==> src/rtl/shift_seq_ctrl.sv <==
// Sequential barrel-less shifter: moves the latched operand one bit per cycle
// for SHL/SHR/SHRA/ROL/ROR, with busy during shifting and a one-cycle done pulse.
module shift_seq_ctrl #(
  parameter int unsigned WIDTH = 32
) (
  input  logic             clk,
  input  logic             clr,
  input  logic             start,
  input  logic [2:0]       op,
  input  logic [WIDTH-1:0] a,
  input  logic [WIDTH-1:0] amt,
  output logic             busy,
  output logic             done,
  output logic [WIDTH-1:0] result
);

  localparam int unsigned CNT_W = $clog2(WIDTH) + 1;

  localparam logic [2:0] OP_SHL  = 3'd0;
  localparam logic [2:0] OP_SHR  = 3'd1;
  localparam logic [2:0] OP_SHRA = 3'd2;
  localparam logic [2:0] OP_ROL  = 3'd3;
  localparam logic [2:0] OP_ROR  = 3'd4;

  typedef enum logic [1:0] {
    IDLE  = 2'd0,
    SHIFT = 2'd1,
    DONE  = 2'd2
  } state_t;

  state_t             state, state_nxt;
  logic [WIDTH-1:0]   result_nxt;
  logic [CNT_W-1:0]   count, count_nxt;
  logic [2:0]         op_q, op_nxt;
  logic [CNT_W-1:0]   k_c;
  logic               amt_big_c;

  // Effective count: linear shifts saturate at WIDTH, rotates wrap modulo WIDTH
  always_comb begin
    amt_big_c = |amt[WIDTH-1:CNT_W-1];
    k_c       = '0;
    unique case (op)
      OP_SHL, OP_SHR, OP_SHRA: k_c = amt_big_c ? CNT_W'(WIDTH) : {1'b0, amt[CNT_W-2:0]};
      OP_ROL, OP_ROR:          k_c = {1'b0, amt[CNT_W-2:0]};
      default:                 k_c = '0;
    endcase
  end

  always_ff @(posedge clk or posedge clr) begin
    if (clr) begin
      state  <= IDLE;
      result <= '0;
      count  <= '0;
      op_q   <= '0;
      busy   <= 1'b0;
      done   <= 1'b0;
    end else begin
      state  <= state_nxt;
      result <= result_nxt;
      count  <= count_nxt;
      op_q   <= op_nxt;
      busy   <= (state_nxt == SHIFT);
      done   <= (state_nxt == DONE);
    end
  end

  always_comb begin
    state_nxt  = state;
    result_nxt = result;
    count_nxt  = count;
    op_nxt     = op_q;
    unique case (state)
      IDLE: begin
        if (start) begin
          result_nxt = a;
          op_nxt     = op;
          count_nxt  = k_c;
          state_nxt  = (k_c == '0) ? DONE : SHIFT;
        end
      end
      SHIFT: begin
        unique case (op_q)
          OP_SHL:  result_nxt = {result[WIDTH-2:0], 1'b0};
          OP_SHR:  result_nxt = {1'b0, result[WIDTH-1:1]};
          OP_SHRA: result_nxt = {result[WIDTH-1], result[WIDTH-1:1]};
          OP_ROL:  result_nxt = {result[WIDTH-2:0], result[WIDTH-1]};
          OP_ROR:  result_nxt = {result[0], result[WIDTH-1:1]};
          default: result_nxt = result;
        endcase
        count_nxt = count - CNT_W'(1);
        if (count == CNT_W'(1)) state_nxt = DONE;
      end
      DONE:    state_nxt = IDLE;
      default: state_nxt = IDLE;
    endcase
  end

endmodule

==> config.mk <==
export PLATFORM = sky130hd
export DESIGN_NAME = shift_seq_ctrl
export DESIGN_NICKNAME = d
export VERILOG_FILES = /design/src/rtl/shift_seq_ctrl.sv
export SDC_FILE = /design/constraint.sdc
export NUM_CORES = 1
export LEC_CHECK = 0
export CAP_MARGIN = 20
export CORE_ASPECT_RATIO = 1.5
export CORE_MARGIN = 2
export CORE_UTILIZATION = 45
export CTS_CLUSTER_SIZE = 40
export DETAILED_ROUTE_END_ITERATION = 12
export PLACE_DENSITY = 0.77
export SYNTH_ARGS = -nofsm -noshare
export SYNTH_HDL_FRONTEND = slang
export SYNTH_SLANG_ARGS = --single-unit
==> constraint.sdc <==
create_clock -name clk -period 2.6 [get_ports clk]
set_input_delay 0.39 -clock clk [delete_from_list [all_inputs] [get_ports clk]]
set_output_delay 0.39 -clock clk [all_outputs]
set_load 0.01 [all_outputs]
[Word level (Yosys, flattened, before mapping)]
Cells that the tools add are included.
Cells by class
  add/subtract/negate cells: 1
  equal/unequal tests: 16
  multiplexer cells: 11
  reduce and logical (&&, ||, !) cells: 12
Operators by type and width (count)
  32-bit case mux with 5 select lines: 1
  32-bit case mux with 2 select lines: 1
  32-bit 2-to-1 mux: 1
  27-bit OR reduction: 1
  6-bit case mux with 2 select lines: 2
  3-bit by 2-bit equality test with 1-bit output, second input constant: 4
  6-bit 2-to-1 mux: 2
  3-bit by 1-bit equality test with 1-bit output, second input constant: 2
  3-bit equality test, second input constant: 2
  6-bit by 1-bit equality test with 1-bit output, second input constant: 1
  3-bit logical NOT: 2
  6-bit logical NOT: 1
  2-bit 2-to-1 mux: 3
  6-bit by 1-bit inequality test with 1-bit output, second input constant: 1
  6-bit by 1-bit subtractor with 6-bit output, second input constant: 1
  5-bit by 1-bit inequality test with 1-bit output, second input constant: 1
  2-bit by 1-bit equality test with 1-bit output, second input constant: 2
  2-bit inequality test, second input constant: 2
  2-bit case mux with 2 select lines: 1
  2-bit AND reduction: 2
  4-bit AND reduction: 1
  3-bit AND reduction: 1
  3-bit OR reduction: 1
  2-bit equality test, second input constant: 1
  other kinds (3): 3
Storage, ports and cells
  flip-flop bits (word level): 45
  input bits: 70
  logic and storage cells: 47

[Logic depth before layout (Yosys ltp)]
  depth in word-level cells: 8
  gate-level depth with buffers: 7

[Worst setup path before layout]
Ideal clock, no wire load.
  path kind: register to register
  start: register op_q[1]
  end: register result[8]
  library setup time: 118 ps
  arrival time: 1504 ps
  setup slack: 978 ps
  cell stages (with the launch flop): 8
  clock period less this slack: 1622 ps
  cells stage by stage: dfrtp_1 > buf_4 > nor3b_4 > o21bai_4 > buf_12 > mux2i_1 > a211oi_2 > a21o_1
On the way
  cells in the longest elaborated chain, start to end: 3
  elaborated cells on any way between the ends: 9
  those cells by class: eq/ne: 5; mux: 2; reduce/logical: 2
RTL lines
  start, declared: RTL line 34  | logic [2:0] op_q, op_nxt;
  start signal, assigned: RTL line 61  | op_q <= op_nxt;
  3-bit equality test (tied with other cells): RTL line 82  | unique case (op_q)
  32-bit case mux with 5 select lines or 6-bit by 1-bit inequality test with 1-bit output (tied branches)
  32-bit case mux with 2 select lines or 3-bit AND reduction (tied branches)
  end signal, assigned: RTL line 59  | result <= result_nxt;
  end, declared: RTL line 14  | output logic [WIDTH-1:0] result
Several ways; a longest one is shown, not always the timed one.
A chain may end at the register's enable or synchronous reset.

[Final worst setup path]
  start: input amt[13]
  end: register count[4]
On the way
  cells in the longest elaborated chain, start to end: 5
RTL lines
  start, declared: RTL line 11  | input logic [WIDTH-1:0] amt,
  27-bit OR reduction: RTL line 40  | amt_big_c = |amt[WIDTH-1:CNT_W-1];
  6-bit 2-to-1 mux: RTL line 43  | OP_SHL, OP_SHR, OP_SHRA: k_c = amt_big_c ? CNT_W'(WIDTH) : {1'b0, amt[CNT_W-2:0]};
  6-bit case mux with 2 select lines: RTL line 42  | unique case (op)
  6-bit 2-to-1 mux: RTL line 74  | if (start) begin
  6-bit case mux with 2 select lines: RTL line 72  | unique case (state)
  end signal, assigned: RTL line 60  | count <= count_nxt;
  end, declared: RTL line 33  | logic [CNT_W-1:0] count, count_nxt;
No other way between the ends. The select of a mux whose other input is x is not followed.

==> impl_metrics.tcl <==
set metrics [dict create \
    via_count 2498 \
    yosysUniqueCellTypes 37 \
    synth_nets 348 \
    p_sw_frac 0.426 \
    grt_max_degree 33 \
    drc 0 \
    r2r_cells 6 \
    slew_headroom 0.579 \
    synth-edff-count 0 \
    multi_input_area_um2 1580 \
    diodes 0 \
    synth.ff_latch_count 45 \
    rrSetupSlack_ps 730 \
    total_power_uw 5650 \
    yosysTopAreaCell "dfrtp_1" \
    core_area_um2 6130 \
    grt.total_usage 0.208 \
    ff_latch_area_um2 1130 \
    rows 35 \
    die_area_um2 6980 \
    synthFlopType "dfrtp_1" \
    synthArstFlopShare 1.00 \
    grt_pass1_wl_um 11100 \
    fill_cells 513 \
    drive_gt1_frac 0.152 \
    synthToLayoutAreaGrowth_pct 42.0 \
    ys_seq_area_frac 0.396 \
    maxCapViolations 0 \
    r2r_end "result[17]$_DFFE_PP0P_" \
    startpoint_type "input pin" \
    h-tree-depth 2 \
    chipHeight_um 101 \
    crit_start "amt[13]" \
    syn-cell-area_um2 2840 \
    clockBufferDepth 2 \
    initial_core_util 0.463 \
    antenna_found_initial 0 \
    rsz0062_at_grt "false" \
    syn_inst 276 \
    synth_area_leaders "dfrtp_1, a211oi_2, mux2i_1" \
    postCtsHoldBufs 0 \
    peakVddDrop_mv 0.728 \
    nets 446 \
    skew_ps 9.72 \
    crit_chain "clkdlybuf4s50_1, nor4_1, and4_1, nand4_1, a22oi_1, a31o_2" \
    cts_buffers 5 \
    tns_ps 0 \
    clock_power_share 0.081 \
    io_pins 104 \
    cts_resized 0 \
    setup_viol 0 \
    grt_pass1_vias 2401 \
    p_comb_frac 0.654 \
    wirelength_um 6950 \
    final-hold-violation-count 0 \
    whs_ps 390 \
    p_seq_frac 0.265 \
    crit_arrival_ps 2170 \
    p_per_area_nw_per_um2 1400 \
    final_cell_mix "clkdlybuf4s50_1, dfrtp_1, nor2_1" \
    r2r_start "op_q[0]$_DFFE_PP0P_" \
    outcome "finished clean" \
    die_x_um 68.9 \
    viasPerCell 5.56 \
    crit_fanout 5 \
    dp_hpwl_um 5250 \
    finalMaxSlewViolations 0 \
    hp-class "input pin to asynchronous set/reset pin" \
    yosysTopAreaCellShare 0.396 \
    critical_path_required_ps 2840 \
    cts_setup_buffers 0 \
    clkSinkCount 45 \
    clkLatencyLatePin_ps 300 \
    overflow 0 \
    leakage_uw 0.00178 \
    post_synth.cell_area_avg_um2 10.3 \
    cts_tree "done" \
    ant_nets 0 \
    tightest_slew_ps 628 \
    critPathCaptureType "flip-flop" \
    period_minus_slack_ps 1930 \
    switchingPower_uw 2410 \
    numPortBuffers 103 \
    drtPass1Iterations 4 \
    yosys_warnings 0 \
    worstSetupPathType "input pin to flip-flop" \
    gp_congestion 0.840 \
    final_common_cell "clkdlybuf4s50_1" \
    root_buffer "clkbuf_8" \
    wire_per_inst_um 15.5 \
    cpMaxStageDelayCell "a22oi_1" \
    first_iter_violations 57 \
    max_stage_delay_ps 480 \
    p_int_uw 3240 \
    fmax_ghz 0.519 \
    clk_pin_slew_ps 90 \
    finalCritPeriodShare 0.742 \
]
==> flip-flops by register name, indices dropped and copies added, names as in the netlist <==
| register | count |
|---|---|
| busy | 1 |
| state | 2 |
| op_q | 3 |
| result | 32 |
| done | 1 |
| count | 6 |
==> power by group through the flow <==
stage	clock network [uW]	registers, uW	logic (uW)
after floorplan	0	1500	2700
after global placement	0	1500	3590
after detailed placement	0	1510	3680
after CTS	471	1500	3680
after global routing	493	1550	4050
final	460	1500	3690
==> cell type report <==
cell class                      count  area share
Clock inverter                      2     0.00341
Timing Repair Buffer              111       0.280
Multi-Input combinational cell    207       0.391
Inverter                            4     0.00372
Tap cell                           74      0.0230
Sequential cell                    45       0.279
Clock buffer                        6      0.0205
==> worst max-delay path: cells and delay by family <==
kind,cells,cell delay (ps)
and+or+nand+nor,3,650
buffers and inverters,1,410
AOI/OAI and AO/OA,2,700
==> Yosys cell counts (3+ instances only) <==
library cell,count
o22ai_1,4
a21o_1,30
nor4_1,6
a31o_2,5
a211oi_2,28
nor3_1,3
mux2i_1,34
nor2_1,41
clkbuf_1,8
dfrtp_1,45
o21ai_0,11
inv_1,4
buf_2,7
buf_12,3
a21oi_1,7
nand2_1,12
==> metal layers <==
layer  vias up  track usage  share of wire
li1       1215            -              -
met1      1211        0.241           0.39
met2        62        0.378           0.55
met3        10       0.0333          0.038
met4         0       0.0679          0.018
met5         -            0              0
==> stage by stage <==
stage                     utilization  std cells  cell area (um2)  setup WS, ps
after floorplan                     -        276             2840           978
after global placement          0.639        440             3920           347
after detailed placement        0.639        440             3920           280
after CTS                       0.655        448             4010           286
after global routing            0.658        449             4030           481
final                           0.658        449             4030           671
==> worst max-delay path by stage <==
stage	endpoint	slack (ps)	cells past startpoint
final	count[4]$_DFFE_PP0P_	670	6
after global routing	count[1]$_DFFE_PP0P_	480	6
after global placement	result[3]$_DFFE_PP0P_	350	5
after detailed placement	result[1]$_DFFE_PP0P_	280	5
after CTS	result[1]$_DFFE_PP0P_	290	5
after floorplan	result[8]$_DFFE_PP0P_	980	7
==> kinds of logic after synthesis <==
| family | share of synthesized area |
|---|---|
| adders and majority gates | 0.00881 |
| AOI/OAI and AO/OA | 0.295 |
| and+or+nand+nor | 0.120 |
| xor gates and xnor gates | 0.00573 |
| buffers and inverters | 0.0546 |
| muxes | 0.120 |
| DFF | 0.396 |
No activity file was read; power rests on OpenSTA's default activity.
